==> src/rtl/imem_load_ctrl.sv <==
`default_nettype none
// ============================================================================
// Module   : imem_load_ctrl
// Purpose  : Boot/reload controller for the RV32I instruction memory. Writes a
//            loader word stream from word 0 upward, pads the rest of the array
//            with NOP, holds the pipeline until the image is complete, then
//            qualifies every IF-stage fetch (bad PCs return NOP + fault).
// Ports    : clk, rst             - clock, async active-high reset
//            ld_start/ld_count    - begin a (re)load of ld_count words
//            ld_valid/ld_data     - loader word stream, ld_ready handshake
//            mem_we/waddr/wdata   - registered instruction-memory write port
//            pc_addr/mem_rdata    - IF-stage PC and raw memory read data
//            inst/fetch_fault     - qualified instruction and fault flag
//            cpu_hold/load_done   - pipeline stall and RUN indication
// Revision : 1.0 - initial release
// ============================================================================
module imem_load_ctrl #(
  parameter int unsigned ADDR_W   = 5,
  parameter logic [31:0] NOP_INST = 32'h0000_0013
) (
  input  logic              clk,
  input  logic              rst,
  input  logic              ld_start,
  input  logic [ADDR_W:0]   ld_count,
  input  logic              ld_valid,
  input  logic [31:0]       ld_data,
  output logic              ld_ready,
  output logic              mem_we,
  output logic [ADDR_W-1:0] mem_waddr,
  output logic [31:0]       mem_wdata,
  input  logic [31:0]       pc_addr,
  input  logic [31:0]       mem_rdata,
  output logic [31:0]       inst,
  output logic              cpu_hold,
  output logic              load_done,
  output logic              fetch_fault
);

  // DEPTH expressed in the (ADDR_W+1)-bit pointer/count width.
  localparam logic [ADDR_W:0] DEPTH_W = {1'b1, {ADDR_W{1'b0}}};
  localparam logic [ADDR_W:0] ONE_W   = {{ADDR_W{1'b0}}, 1'b1};

  typedef enum logic [1:0] {
    S_IDLE = 2'd0,
    S_LOAD = 2'd1,
    S_FILL = 2'd2,
    S_RUN  = 2'd3
  } state_e;

  state_e            state_q, state_d;
  logic [ADDR_W:0]   wp_q, wp_d;
  logic [ADDR_W:0]   rc_q, rc_d;
  logic              we_q, we_d;
  logic [ADDR_W-1:0] waddr_q, waddr_d;
  logic [31:0]       wdata_q, wdata_d;
  logic              hold_q;
  logic [ADDR_W:0]   w_start_cnt;
  logic              w_pc_ok;
  logic              w_pc_unused;

  // Word pointer and remaining count are one bit wider than the address so
  // that a full image (wp == DEPTH) is representable without wrapping.
  always_ff @(posedge clk or posedge rst) begin
    if (rst) begin
      state_q <= S_IDLE;
      wp_q    <= '0;
      rc_q    <= '0;
      we_q    <= 1'b0;
      waddr_q <= '0;
      wdata_q <= '0;
      hold_q  <= 1'b1;
    end else begin
      state_q <= state_d;
      wp_q    <= wp_d;
      rc_q    <= rc_d;
      we_q    <= we_d;
      waddr_q <= waddr_d;
      wdata_q <= wdata_d;
      // Registered decode of the next state: releases on the first RUN cycle.
      hold_q  <= (state_d != S_RUN);
    end
  end

  always_comb begin
    state_d     = state_q;
    wp_d        = wp_q;
    rc_d        = rc_q;
    we_d        = 1'b0;
    waddr_d     = waddr_q;
    wdata_d     = wdata_q;
    w_start_cnt = (ld_count > DEPTH_W) ? DEPTH_W : ld_count;

    case (state_q)
      S_IDLE, S_RUN: begin
        if (ld_start) begin
          rc_d    = w_start_cnt;
          wp_d    = '0;
          state_d = (w_start_cnt != '0) ? S_LOAD : S_FILL;
        end
      end
      S_LOAD: begin
        if (rc_q == '0) begin
          // Full image just written: one drain cycle so the last write lands
          // before RUN, with no NOP padding.
          state_d = S_RUN;
        end else if (ld_valid) begin
          we_d    = 1'b1;
          waddr_d = wp_q[ADDR_W-1:0];
          wdata_d = ld_data;
          wp_d    = wp_q + ONE_W;
          rc_d    = rc_q - ONE_W;
          if ((rc_q == ONE_W) && (wp_q != (DEPTH_W - ONE_W))) begin
            state_d = S_FILL;
          end
        end
      end
      S_FILL: begin
        if (wp_q == DEPTH_W) begin
          // Last NOP write is on the port this cycle; run from the next one.
          state_d = S_RUN;
        end else begin
          we_d    = 1'b1;
          waddr_d = wp_q[ADDR_W-1:0];
          wdata_d = NOP_INST;
          wp_d    = wp_q + ONE_W;
        end
      end
      default: state_d = S_IDLE;
    endcase
  end

  assign ld_ready  = (state_q == S_LOAD) && (rc_q != '0);
  assign mem_we    = we_q;
  assign mem_waddr = waddr_q;
  assign mem_wdata = wdata_q;
  assign cpu_hold  = hold_q;
  assign load_done = (state_q == S_RUN);

  // Fetch is valid only for word-aligned PCs that fall inside the array.
  assign w_pc_ok     = (pc_addr[1:0] == 2'b00) && (pc_addr[31:ADDR_W+2] == '0);
  assign inst        = (load_done && w_pc_ok) ? mem_rdata : NOP_INST;
  assign fetch_fault = load_done && !w_pc_ok;

  // The word-index bits go straight to the memory outside this block.
  assign w_pc_unused = ^pc_addr[ADDR_W+1:2];

endmodule
`default_nettype wire

==> config.mk <==
export PLATFORM = sky130hd
export DESIGN_NAME = imem_load_ctrl
export DESIGN_NICKNAME = d
export VERILOG_FILES = /design/src/rtl/imem_load_ctrl.sv
export SDC_FILE = /design/constraint.sdc
export NUM_CORES = 1
export LEC_CHECK = 0
export CAP_MARGIN = 20
export CORE_MARGIN = 2
export CORE_UTILIZATION = 50
export CTS_CLUSTER_DIAMETER = 200
export DETAILED_ROUTE_END_ITERATION = 10
export DONT_BUFFER_PORTS = 1
export PLACE_DENSITY = 0.69
export SETUP_SLACK_MARGIN = 0.4
export SKIP_CTS_REPAIR_TIMING = 1
export SYNTH_ARGS = -nofsm -noshare
export SYNTH_HDL_FRONTEND = slang
export SYNTH_SLANG_ARGS = --single-unit
==> constraint.sdc <==
create_clock -name clk -period 6.85 [get_ports clk]
set_input_delay 1.37 -clock clk [delete_from_list [all_inputs] [get_ports clk]]
set_output_delay 1.37 -clock clk [all_outputs]
set_load 0.02 [all_outputs]
# After elaboration in Yosys (flattened, before gate mapping)
# Index checks and enable logic that the tools add are counted.
dict set report word_totals {
  romBits 0
  output_inout_bits 74
  in_bits 106
  memories 0
  register_bits 53
  elab_cells 69
  latchBits 0
  ram_bits 0
}
dict set report op_classes {
  n_addsub 2
  eq_ne 11
  mux 30
  mul 0
  reduce_logical 18
  n_bitwise 0
  n_div 0
  n_lt_le_gt_ge 1
  shifts 0
}
# op count
set ops {}
lappend ops {{$mux 32} 4}
lappend ops {{$pmux 32 s2} 1}
lappend ops {{$mux 6} 8}
lappend ops {{$logic_not 25->1} 1}
lappend ops {{$pmux 6 s3} 1}
lappend ops {{$mux 5} 3}
lappend ops {{$mux 2} 6}
lappend ops {{$pmux 6 s2} 1}
lappend ops {{$reduce_and 4->1} 3}
lappend ops {{$reduce_bool 6->1} 2}
lappend ops {{$ne 2x2->1 const B} 5}
lappend ops {{$pmux 5 s2} 1}
lappend ops {{$add 6x1->6 const B} 1}
lappend ops {{$eq 6x1->1 const B} 1}
lappend ops {{$eq 6x6->1 const B} 1}
lappend ops {{$gt 6x6->1 const B} 1}
lappend ops {{$logic_not 6->1} 1}
lappend ops {{$ne 6x5->1 const B} 1}
lappend ops {{$pmux 2 s3} 1}
lappend ops {{$sub 6x1->6 const B} 1}
lappend ops {{$logic_and 1x1->1} 5}
lappend ops {{$eq 2x2->1 const B} 2}
lappend ops {{$logic_not 2->1} 2}
lappend ops {{$reduce_bool 2->1} 2}
lappend ops {{5 further kinds} 7}

# Longest topological paths before layout
# Gate-level depths: netlist of run 1.
dict set report logic_depth {
  word_depth 7
  ltp_mapped 8
  mapped_depth_nobuf 6
}

# Worst setup path after synthesis of run 1
# Ideal clock, no wire load.
dict set report synth_path {
  path_type {input-to-output}
  start {input pc_addr[7]}
  end {output inst[10]}
  arrival_time_ps 2610
  required_ps 5480
  cell_stages 5
  path_slack_ps 2870
  path_buffers 1
  path_cell_list {nor4_1 -> nand4_1 -> nor3_1 -> clkbuf_1 -> and2_1}
}
dict set report synth_via {
  elab_chain_cells 4
}
# element line_no
set synth_lines {}
lappend synth_lines {{from (decl)} 31} ;# input logic [31:0] pc_addr,
lappend synth_lines {{$logic_not 25->1} 140} ;# assign w_pc_ok = (pc_addr[1:0] == 2'b00) && (pc_addr[31:ADDR_W+2] == '0);
lappend synth_lines {{$logic_and 1x1->1} 140}
lappend synth_lines {{$logic_and 1x1->1} 141} ;# assign inst = (load_done && w_pc_ok) ? mem_rdata : NOP_INST;
lappend synth_lines {{$mux 32} 141}
lappend synth_lines {{to (decl)} 33} ;# output logic [31:0] inst,
# Every way passes these cells.

# Worst setup path after layout of run 1
dict set report layout_path {
  start {input pc_addr[14]}
  end {output inst[2]}
}
# Same word-level chain as after synthesis.

==> results of run 1 <==
per-stage QoR:
step	area [µm²]	hold WS [ns]	power, W	cells
detailed placement	3142	0.4841	0.001579	347
finish	3244	0.5097	0.001756	355
floorplan	3098	0.4556	0.001466	283
CTS	3238	0.5049	0.001772	355
global placement	3122	0.4851	0.001549	346
global route	3244	0.5297	0.001881	355
flip-flops by register name, summed over array words and instances (netlist names):
name and count:
cpu_hold 1, mem_waddr 5, mem_wdata 32, mem_we 1
rc_q 6, state_q 2, wp_q 6
worst max-delay path: stages:
cell and delay, ns:
nor4_1 0.28, nand4_1 0.21, nor3_4 0.66, and2_1 0.38
power breakdown:
group          switching (W)  leakage (nW)  internal, W  total, W
registers           0.000253         0.656     0.000459  0.000712
clock network       0.000104        0.0512    0.0000821  0.000186
logic               0.000413         0.791     0.000445  0.000858
total               0.000770          1.50     0.000986   0.00176
layout by cell type (no fill, tap or decap), types with 2 or more instances in the layout:
master | Yosys | routed
dfrtp_1 | 52 | 52
nor2b_1 | 31 | 31
mux2_4 | 31 | 31
and2_1 | 30 | 30
inv_1 | 15 | 14
nor2_1 | 12 | 12
nor4_1 | 9 | 9
ha_1 | 7 | 7
nand2b_1 | 6 | 6
a21oi_1 | 6 | 6
clkbuf_8 | 0 | 6
nand2_1 | 5 | 5
o2bb2ai_1 | 5 | 5
nand3_1 | 4 | 4
o31ai_1 | 4 | 4
mux2i_1 | 4 | 4
o21ai_0 | 4 | 4
a31oi_1 | 3 | 3
o41ai_1 | 3 | 3
nor3_1 | 4 | 3
o221ai_1 | 3 | 3
a22oi_1 | 3 | 3
mux2_1 | 3 | 3
o22ai_1 | 2 | 2
o21ai_1 | 2 | 2
and3_1 | 2 | 2
a32oi_1 | 2 | 2
buf_4 | 0 | 2
per-layer routing:
| layer | track usage | part of all wire | vias up | wire length, µm |
|---|---|---|---|---|
| li1 | - | - | 992 | - |
| met1 | 0.2850 | 0.44 | 1049 | 2892 |
| met2 | 0.2581 | 0.46 | 91 | 3082 |
| met3 | 0.04565 | 0.085 | 11 | 564 |
| met4 | 0.06393 | 0.016 | 0 | 106 |
| met5 | 0 | 0 | - | 0 |
synth_stat cells, types with 2 or more instances:
master	n
nand2_1	5
mux2_4	31
nor4_1	9
o21ai_1	2
o2bb2ai_1	5
nand3_1	4
nor2_1	12
and3_1	2
dfrtp_1	52
mux2_1	3
o22ai_1	2
nor3_1	4
a31oi_1	3
mux2i_1	4
nor2b_1	31
ha_1	7
buf_6	5
a21oi_1	6
o221ai_1	3
a22oi_1	3
clkbuf_1	8
and2_1	30
o21ai_0	4
inv_1	15
a32oi_1	2
nand2b_1	6
o41ai_1	3
o31ai_1	4
final cells by class:
| type | count | area (µm²) | share of cell area |
|---|---|---|---|
| Multi-Input combinational cell | 200 | 1632 | 0.5029 |
| Sequential cell | 53 | 1328 | 0.4092 |
| Tap cell | 75 | 93.84 | 0.02892 |
| Clock buffer | 6 | 82.58 | 0.02545 |
| Inverter | 16 | 60.06 | 0.01851 |
| Timing Repair Buffer | 3 | 35.03 | 0.01080 |
| Clock inverter | 2 | 13.76 | 0.004242 |
how the worst min path moves through the flow:
stage	start	to	slack, ns
2_1_floorplan	wp_q[5]	wp_q[5]	0.46
3_3_place_gp	wp_q[5]	wp_q[5]	0.49
3_5_place_dp	wp_q[5]	wp_q[5]	0.48
4_1_cts	wp_q[5]	wp_q[5]	0.50
5_1_grt	wp_q[5]	wp_q[5]	0.53
6_report	wp_q[5]	wp_q[5]	0.51
cell families after synthesis:
| kind of cell | count (synthesis) | synth area share |
|---|---|---|
| fa+ha+maj | 7 | 0.02827 |
| flops | 53 | 0.4285 |
| buf+inv | 30 | 0.04886 |
| mux | 39 | 0.1777 |
| compound gates | 45 | 0.1074 |
| simple gates | 109 | 0.2092 |
==> flow_metrics.py, run 1 <==
metrics = {
    "status": {
        "outcome": "complete, no violations",
    },
    "synthesis": {
        "synth_cell_types": 46,
        "netlist_area_mm2": 0.003098,
        "synth_top_flop_cell": "dfrtp_1",
        "synth_edf_count": 0,
        "ys_warn_count": 0,
        "ys_ff_latch": 53,
        "synth.area.top_cells": "dfrtp_1 (42%), mux2_4 (15%), nor2b_1 (6.3%)",
        "synth_cells": 283,
        "avgSynthCellArea_um2": 10.95,
        "synth_area_leader_cell": "dfrtp_1",
        "synth_top_area_share": 0.4200,
        "seq_area_frac_synth": 0.4285,
        "synth_fp_nets": 396,
        "ys_async_sr_fraction": 1.000,
    },
    "sta": {
        "fin_crit_sh": 0.6226,
        "rsz0062_at_grt": "no",
        "clock_skew_ns": 0.003535,
        "fin_crit_ns": 4.265,
        "drv_slew": 0,
        "max_freq_mhz": 234.5,
        "setup_viol": 0,
        "slew_headroom": 0.5115,
        "final-hold-violation-count": 0,
        "fin_ws_ns": 2.585,
        "setup_tns_ns": 0,
        "worst_pin_slew_ns": 0.7304,
    },
    "cts": {
        "htree_levels": 2,
        "clkSinkCount": 53,
        "worst_skew_pair.late_latency_ns": 0.30,
        "cts_tree": "yes",
        "clockBufferDepth": 2,
        "path_clk_slew_ns": 0.10,
        "cts_root_buf": "clkbuf_8",
        "cts_buffers": 5,
    },
    "grt": {
        "grt_pass1_wl_mm": 9.791,
        "grt_max_degree": 44,
        "antenna_found_initial": 0,
        "grt_pass1_vias": 1924,
        "grt_overflow": 0,
        "grt_use_total": 0.1874,
    },
    "pwr": {
        "power_density_mw_per_mm2": 541.2,
        "p_leak_nw": 1.499,
        "peakVddDrop_uv": 328.8,
    },
    "routing": {
        "drc_errors": 0,
        "dr.first_iter.drc_count": 92,
        "num_vias": 2143,
        "avgViaCountPerCell": 6.037,
        "postRouteWirelength_mm": 6.645,
        "ant_nets": 0,
        "routedWlPerCell_um": 18.72,
        "drt-pass1-iter-count": 4,
    },
    "final_layout": {
        "final_core_util": 0.5447,
        "area_growth_pct": 4.725,
        "n_antenna_cell": 0,
        "drive_gt1_frac": 0.1786,
        "layout.nets": 392,
        "nFillCells": 540,
    },
    "floorplan": {
        "die_x_um": 82.72,
        "die_area_mm2": 0.006842,
        "chipHeight_um": 82.72,
        "io_pins": 180,
        "core_area_mm2": 0.005956,
        "rows": 28,
        "start_util": 0.5202,
    },
    "place": {
        "dpl.hpwl_mm": 4.899,
        "dpl_worst_slack_ns": 2.317,
        "gp_congestion": 0.9219,
        "io_buffers": 0,
    },
    "setup_path": {
        "r2r_start": "state_q[1]",
        "crit_path_end_kind": "output pin",
        "crit_type": "in2out",
        "cp.required_ns": 5.48,
        "reg2reg_depth": 7,
        "critPathLaunchType": "input port",
        "r2r_slack_ns": 3.83,
        "arrival_ns": 2.89,
        "reg2reg_to": "mem_wdata[29]",
        "cp_max_fo": 32,
        "startpoint": "pc_addr[14]",
        "crit_path_end": "inst[2]",
    },
    "hold_path": {
        "hp-class": "reg2reg",
        "hold_depth": 1,
    },
    "run": {
        "drv_cap": 0,
    },
}
Note: power is estimated with default switching activity, not from simulation.
==> run 2: changes to the inputs <==
--- a/config.mk
+++ b/config.mk
@@ -11,7 +11,7 @@
 export CTS_CLUSTER_DIAMETER = 200
 export DETAILED_ROUTE_END_ITERATION = 10
 export DONT_BUFFER_PORTS = 1
-export PLACE_DENSITY = 0.69
+export PLACE_DENSITY = 0.72
 export SETUP_SLACK_MARGIN = 0.4
 export SKIP_CTS_REPAIR_TIMING = 1
 export SYNTH_ARGS = -nofsm -noshare
==> constraint.sdc (replaced) <==
create_clock -name clk -period 3.6 [get_ports clk]
set_input_delay 0.72 -clock clk [delete_from_list [all_inputs] [get_ports clk]]
set_output_delay 0.72 -clock clk [all_outputs]
set_load 0.02 [all_outputs]
==> run 2 against run 1 <==
Clock skew grew 0.0054 ns. Die area is the same. Hold slack lost 0.22 ns. Critical endpoint is now mem_wdata[29].
==> flow_metrics.py, run 2 (synthesis results as in run 1) <==
metrics = {
    "status": {
        "outcome": "complete, no violations",
    },
    "sta": {
        "fin_ws_ns": 0.8208,
        "clock_skew_ns": 0.008982,
        "fin_crit_ns": 2.779,
        "final-hold-violation-count": 0,
        "worst_pin_slew_ns": 0.5718,
        "slew_headroom": 0.6188,
        "fin_crit_sh": 0.7720,
        "rsz0062_at_grt": "no",
        "setup_viol": 0,
        "drv_slew": 0,
        "setup_tns_ns": 0,
        "max_freq_mhz": 359.8,
    },
    "grt": {
        "grt_use_total": 0.2014,
        "grtUsageMet1": 0.2585,
        "grt_pass1_wl_mm": 10.44,
        "grt_use_met2": 0.3460,
        "grt.busiest_layer": "met2",
        "met3_usage": 0.04565,
        "grt_pass1_vias": 2021,
        "antenna_found_initial": 0,
        "grt_max_degree": 36,
        "grt_overflow": 0,
    },
    "final_layout": {
        "n_antenna_cell": 0,
        "final_cell_mix": "dfrtp_1 (52), nor2b_1 (31), mux2_4 (31)",
        "final-seq-area_mm2": 0.001328,
        "layout_commonest_cell": "dfrtp_1",
        "drive_gt1_frac": 0.1837,
        "layout.nets": 395,
        "multi_input_area_mm2": 0.001625,
        "area_growth_pct": 6.301,
        "nFillCells": 520,
        "largest_reg_flops": 32,
    },
    "floorplan": {
        "chipHeight_um": 82.72,
        "io_pins": 180,
        "core_area_mm2": 0.005956,
        "rows": 28,
        "die_area_mm2": 0.006842,
        "start_util": 0.5202,
        "die_x_um": 82.72,
    },
    "cts": {
        "cts_tree": "yes",
        "clockBufferDepth": 2,
        "cts_buffers": 5,
        "worst_skew_pair.late_latency_ns": 0.30,
        "cts_root_buf": "clkbuf_8",
        "path_clk_slew_ns": 0.09,
        "clkSinkCount": 53,
        "htree_levels": 2,
    },
    "routing": {
        "num_vias": 2186,
        "routedWlPerCell_um": 20.05,
        "drc_errors": 0,
        "postRouteWirelength_mm": 7.177,
        "ant_nets": 0,
        "drt-pass1-iter-count": 4,
        "avgViaCountPerCell": 6.106,
        "dr.first_iter.drc_count": 87,
    },
    "setup_path": {
        "crit_path_end_kind": "register",
        "reg2reg_depth": 7,
        "arrival_ns": 2.97,
        "r2r_slack_ns": 0.82,
        "cp_top_family": "simple AND/OR/NAND/NOR gates",
        "cpMaxStageDelayCell": "nor3b_1",
        "r2r_start": "state_q[1]",
        "cp_max_fo": 12,
        "cp.required_ns": 3.79,
        "crit_chain": "inv_1 > ha_1 > nor3b_1 > a22o_4 > or3_2 > buf_4 > mux2_1",
        "reg2reg_to": "mem_wdata[29]",
        "slowest_delay_ns": 0.48,
        "critPathLaunchType": "register",
        "crit_type": "reg2reg",
        "critPathBufInv": 2,
    },
    "pwr": {
        "power.internal_w": 0.001983,
        "swShare": 0.4253,
        "p_leak_nw": 1.512,
        "peakVddDrop_uv": 577.1,
        "clock_power_share": 0.120,
        "switching_power_w": 0.001468,
        "seqPwrFrac": 0.395,
        "power_density_mw_per_mm2": 1048,
        "comb_power_share": 0.485,
    },
    "hold_path": {
        "hp-class": "in2async",
    },
    "run": {
        "drv_cap": 0,
    },
    "place": {
        "gp_congestion": 0.8855,
        "dpl_worst_slack_ns": 0.8627,
        "dpl.hpwl_mm": 5.528,
        "io_buffers": 0,
    },
}
==> run 2: layer usage <==
metal	up-vias	wire, µm
met4	0	72
met1	1079	2848
met3	8	470
met5	-	0
li1	989	-
met2	110	3786
==> run 2: worst max-delay path by stage <==
stage | startpoint | to | depth (start not counted)
global route | state_q[1] | mem_wdata[29] | 7
detailed placement | state_q[1] | mem_wdata[27] | 7
global placement | state_q[1] | mem_wdata[29] | 7
CTS | state_q[1] | mem_wdata[29] | 7
floorplan | pc_addr[7] | inst[10] | 5
finish | state_q[1] | mem_wdata[29] | 7
==> run 2: worst reg2reg max path: cells and delay by family, from the launching register on <==
| kind | cells | cell delay, ns |
|---|---|---|
| AND/OR/NAND/NOR | 2 | 0.86 |
| adder cells (fa/ha/maj) | 1 | 0.39 |
| flip-flops | 1 | 0.43 |
| AO/OA/AOI/OAI | 1 | 0.23 |
| multiplexers | 1 | 0.35 |
| buffers and inverters | 2 | 0.43 |
==> run 2: stage by stage <==
stage	cells	utilization	cell area (µm²)	power, W	hold slack [ns]
after floorplan	283	-	3098	0.002789	0.4556
after global placement	349	0.5300	3157	0.002999	0.4905
after detailed placement	350	0.5334	3177	0.003046	0.4901
after CTS	358	0.5529	3293	0.003468	0.2942
after global routing	358	0.5529	3293	0.003670	0.3094
final	358	0.5529	3293	0.003451	0.2896
==> run 2: power by group through the flow <==
| stage | clock [W] | combinational (W) | sequential, W |
|---|---|---|---|
| detailed placement | 0 | 0.00167 | 0.00138 |
| global route | 0.000449 | 0.00182 | 0.00140 |
| CTS | 0.000423 | 0.00168 | 0.00137 |
| finish | 0.000413 | 0.00168 | 0.00136 |
| floorplan | 0 | 0.00150 | 0.00129 |
| global placement | 0 | 0.00163 | 0.00137 |
==> run 2: area by class of cell <==
type | count | share of cell area
sequential | 53 | 0.4031
timing repair buffer | 6 | 0.02128
inverter | 16 | 0.01824
clock inverter | 1 | 0.009119
multi-input combinational | 200 | 0.4935
clock buffer | 7 | 0.02622
tap | 75 | 0.02850
==> run 3: changes to the inputs <==
--- a/config.mk
+++ b/config.mk
@@ -11,7 +11,7 @@
 export CTS_CLUSTER_DIAMETER = 200
 export DETAILED_ROUTE_END_ITERATION = 10
 export DONT_BUFFER_PORTS = 1
-export PLACE_DENSITY = 0.72
+export PLACE_DENSITY = 0.69
 export SETUP_SLACK_MARGIN = 0.4
 export SKIP_CTS_REPAIR_TIMING = 1
 export SYNTH_ARGS = -nofsm -noshare
==> constraint.sdc (replaced) <==
create_clock -name clk -period 2.6 [get_ports clk]
set_input_delay 0.52 -clock clk [delete_from_list [all_inputs] [get_ports clk]]
set_output_delay 0.52 -clock clk [all_outputs]
set_load 0.02 [all_outputs]
==> run 3 against run 2 <==
Register-to-register slack lost 0.44 ns. Core utilization grew 6.9 points. Total power grew 60%. Wire length grew 14%. Critical path depth is the same. Non-clock buffer count grew 27. Clock skew shrank 0.00063 ns. Cell count grew 7.5%. Critical endpoint is now mem_wdata[13]. Largest power group unchanged.
==> flow_metrics.py, run 3 (synthesis results as in run 1) <==
metrics = {
    "place": {
        "dpl.hpwl_mm": 5.518,
        "place_inst": 358,
        "io_buffers": 0,
        "gp_congestion": 0.8712,
    },
    "setup_path": {
        "reg2reg_depth": 7,
        "cp.required_ns": 2.79,
        "crit_path_end_kind": "register",
        "critPathBufInv": 2,
        "arrival_ns": 2.41,
        "startpoint": "state_q[0]",
        "cp_max_fo": 8,
        "cpMaxStageDelayCell": "dfrtp_1",
        "critPathLaunchType": "register",
        "r2r_start": "state_q[0]",
        "path_depth": 7,
        "cp_top_family": "simple AND/OR/NAND/NOR gates",
        "crit_chain": "buf_6 > ha_2 > nor3b_2 > a22o_4 > or3_4 > clkbuf_16 > mux2_4",
        "slowest_delay_ns": 0.44,
        "crit_type": "reg2reg",
    },
    "cts": {
        "clockBufferDepth": 2,
        "worst_skew_pair.late_latency_ns": 0.30,
        "cts_tree": "yes",
        "clkSinkCount": 53,
        "path_clk_slew_ns": 0.10,
        "cts_buffers": 5,
        "cts_root_buf": "clkbuf_8",
        "htree_levels": 2,
    },
    "grt": {
        "grt_overflow": 0,
        "antenna_found_initial": 0,
        "grt_pass1_vias": 2019,
        "grt_pass1_wl_mm": 10.65,
        "grt_max_degree": 36,
        "grt_use_total": 0.2046,
    },
    "floorplan": {
        "start_util": 0.5202,
        "die_x_um": 82.72,
        "chipHeight_um": 82.72,
        "core_area_mm2": 0.005956,
        "die_area_mm2": 0.006842,
        "rows": 28,
        "io_pins": 180,
    },
    "final_layout": {
        "layout.nets": 422,
        "layout_commonest_cell": "dfrtp_1",
        "area_growth_pct": 19.51,
        "fin_cells": 385,
        "largest_reg_flops": 32,
        "n_antenna_cell": 0,
        "final_cell_mix": "dfrtp_1 (50), nor2b_1 (31), mux2_4 (31)",
        "drive_gt1_frac": 0.4097,
    },
    "sta": {
        "fin_crit_ns": 2.215,
        "fin_crit_sh": 0.8519,
        "max_freq_mhz": 451.5,
        "worst_pin_slew_ns": 0.5183,
        "final-hold-violation-count": 0,
        "slew_headroom": 0.6513,
        "clock_skew_ns": 0.008348,
        "drv_slew": 0,
        "setup_viol": 0,
        "setup_tns_ns": 0,
        "rsz0062_at_grt": "yes",
    },
    "pwr": {
        "power_density_mw_per_mm2": 1490,
        "peakVddDrop_uv": 864.6,
        "p_leak_nw": 1.717,
    },
    "routing": {
        "postRouteWirelength_mm": 8.200,
        "avgViaCountPerCell": 5.948,
        "dr.first_iter.drc_count": 96,
        "drt-pass1-iter-count": 4,
        "routedWlPerCell_um": 21.30,
        "num_vias": 2290,
        "drc_errors": 0,
        "ant_nets": 0,
    },
    "run": {
        "drv_cap": 0,
    },
    "hold_path": {
        "hp-class": "in2async",
    },
    "status": {
        "outcome": "complete, no violations",
    },
}
-- run 3: report_power, final --
group,internal (W),switching (W)
registers,0.00121,0.000673
clock network,0.000289,0.000282
logic,0.00172,0.00134
-- run 3: layer usage --
metal / up-vias / routed length [µm] / global-route usage
li1: 1045 / - / -
met5: - / 0 / 0
met1: 1134 / 3738 / 0.3128
met4: 0 / 34 / 0.03279
met2: 107 / 3732 / 0.2927
met3: 4 / 695 / 0.05652
-- run 3: layout make-up --
type,instances,area (µm²)
Tap cell,75,93.84
Clock buffer,5,68.82
Multi-Input combinational cell,200,1758
Fill cell,481,2253
Inverter,16,60.06
Timing Repair Buffer,33,347.8
Clock inverter,3,43.79
Sequential cell,53,1330
-- run 3: path summary, 6_finish.rpt --
path                                 endpoint  slack, ns
worst max-delay path            mem_wdata[13]       0.38
worst min-delay path            mem_wdata[23]       0.07
worst max register to register  mem_wdata[13]       0.38
worst min register to register        wp_q[5]       0.51
max in group asynchronous            cpu_hold       1.89
min in group clk                 mem_wdata[0]       0.39
-- run 3: through the flow --
| step | hold slack (ns) | area, µm² | worst slack, ns | util | power, W |
|---|---|---|---|---|---|
| final | 0.07476 | 3702 | 0.3850 | 0.6216 | 0.005515 |
| after global routing | 0.09683 | 3702 | 0.3500 | 0.6216 | 0.005826 |
| after CTS | 0.08185 | 3337 | 0.1842 | 0.5603 | 0.004894 |
| after detailed placement | 0.4164 | 3224 | 0.2543 | 0.5414 | 0.004302 |
| after global placement | 0.4123 | 3224 | 0.3017 | 0.5414 | 0.004230 |
| after floorplan | 0.4556 | 3103 | 0.4060 | - | 0.003863 |
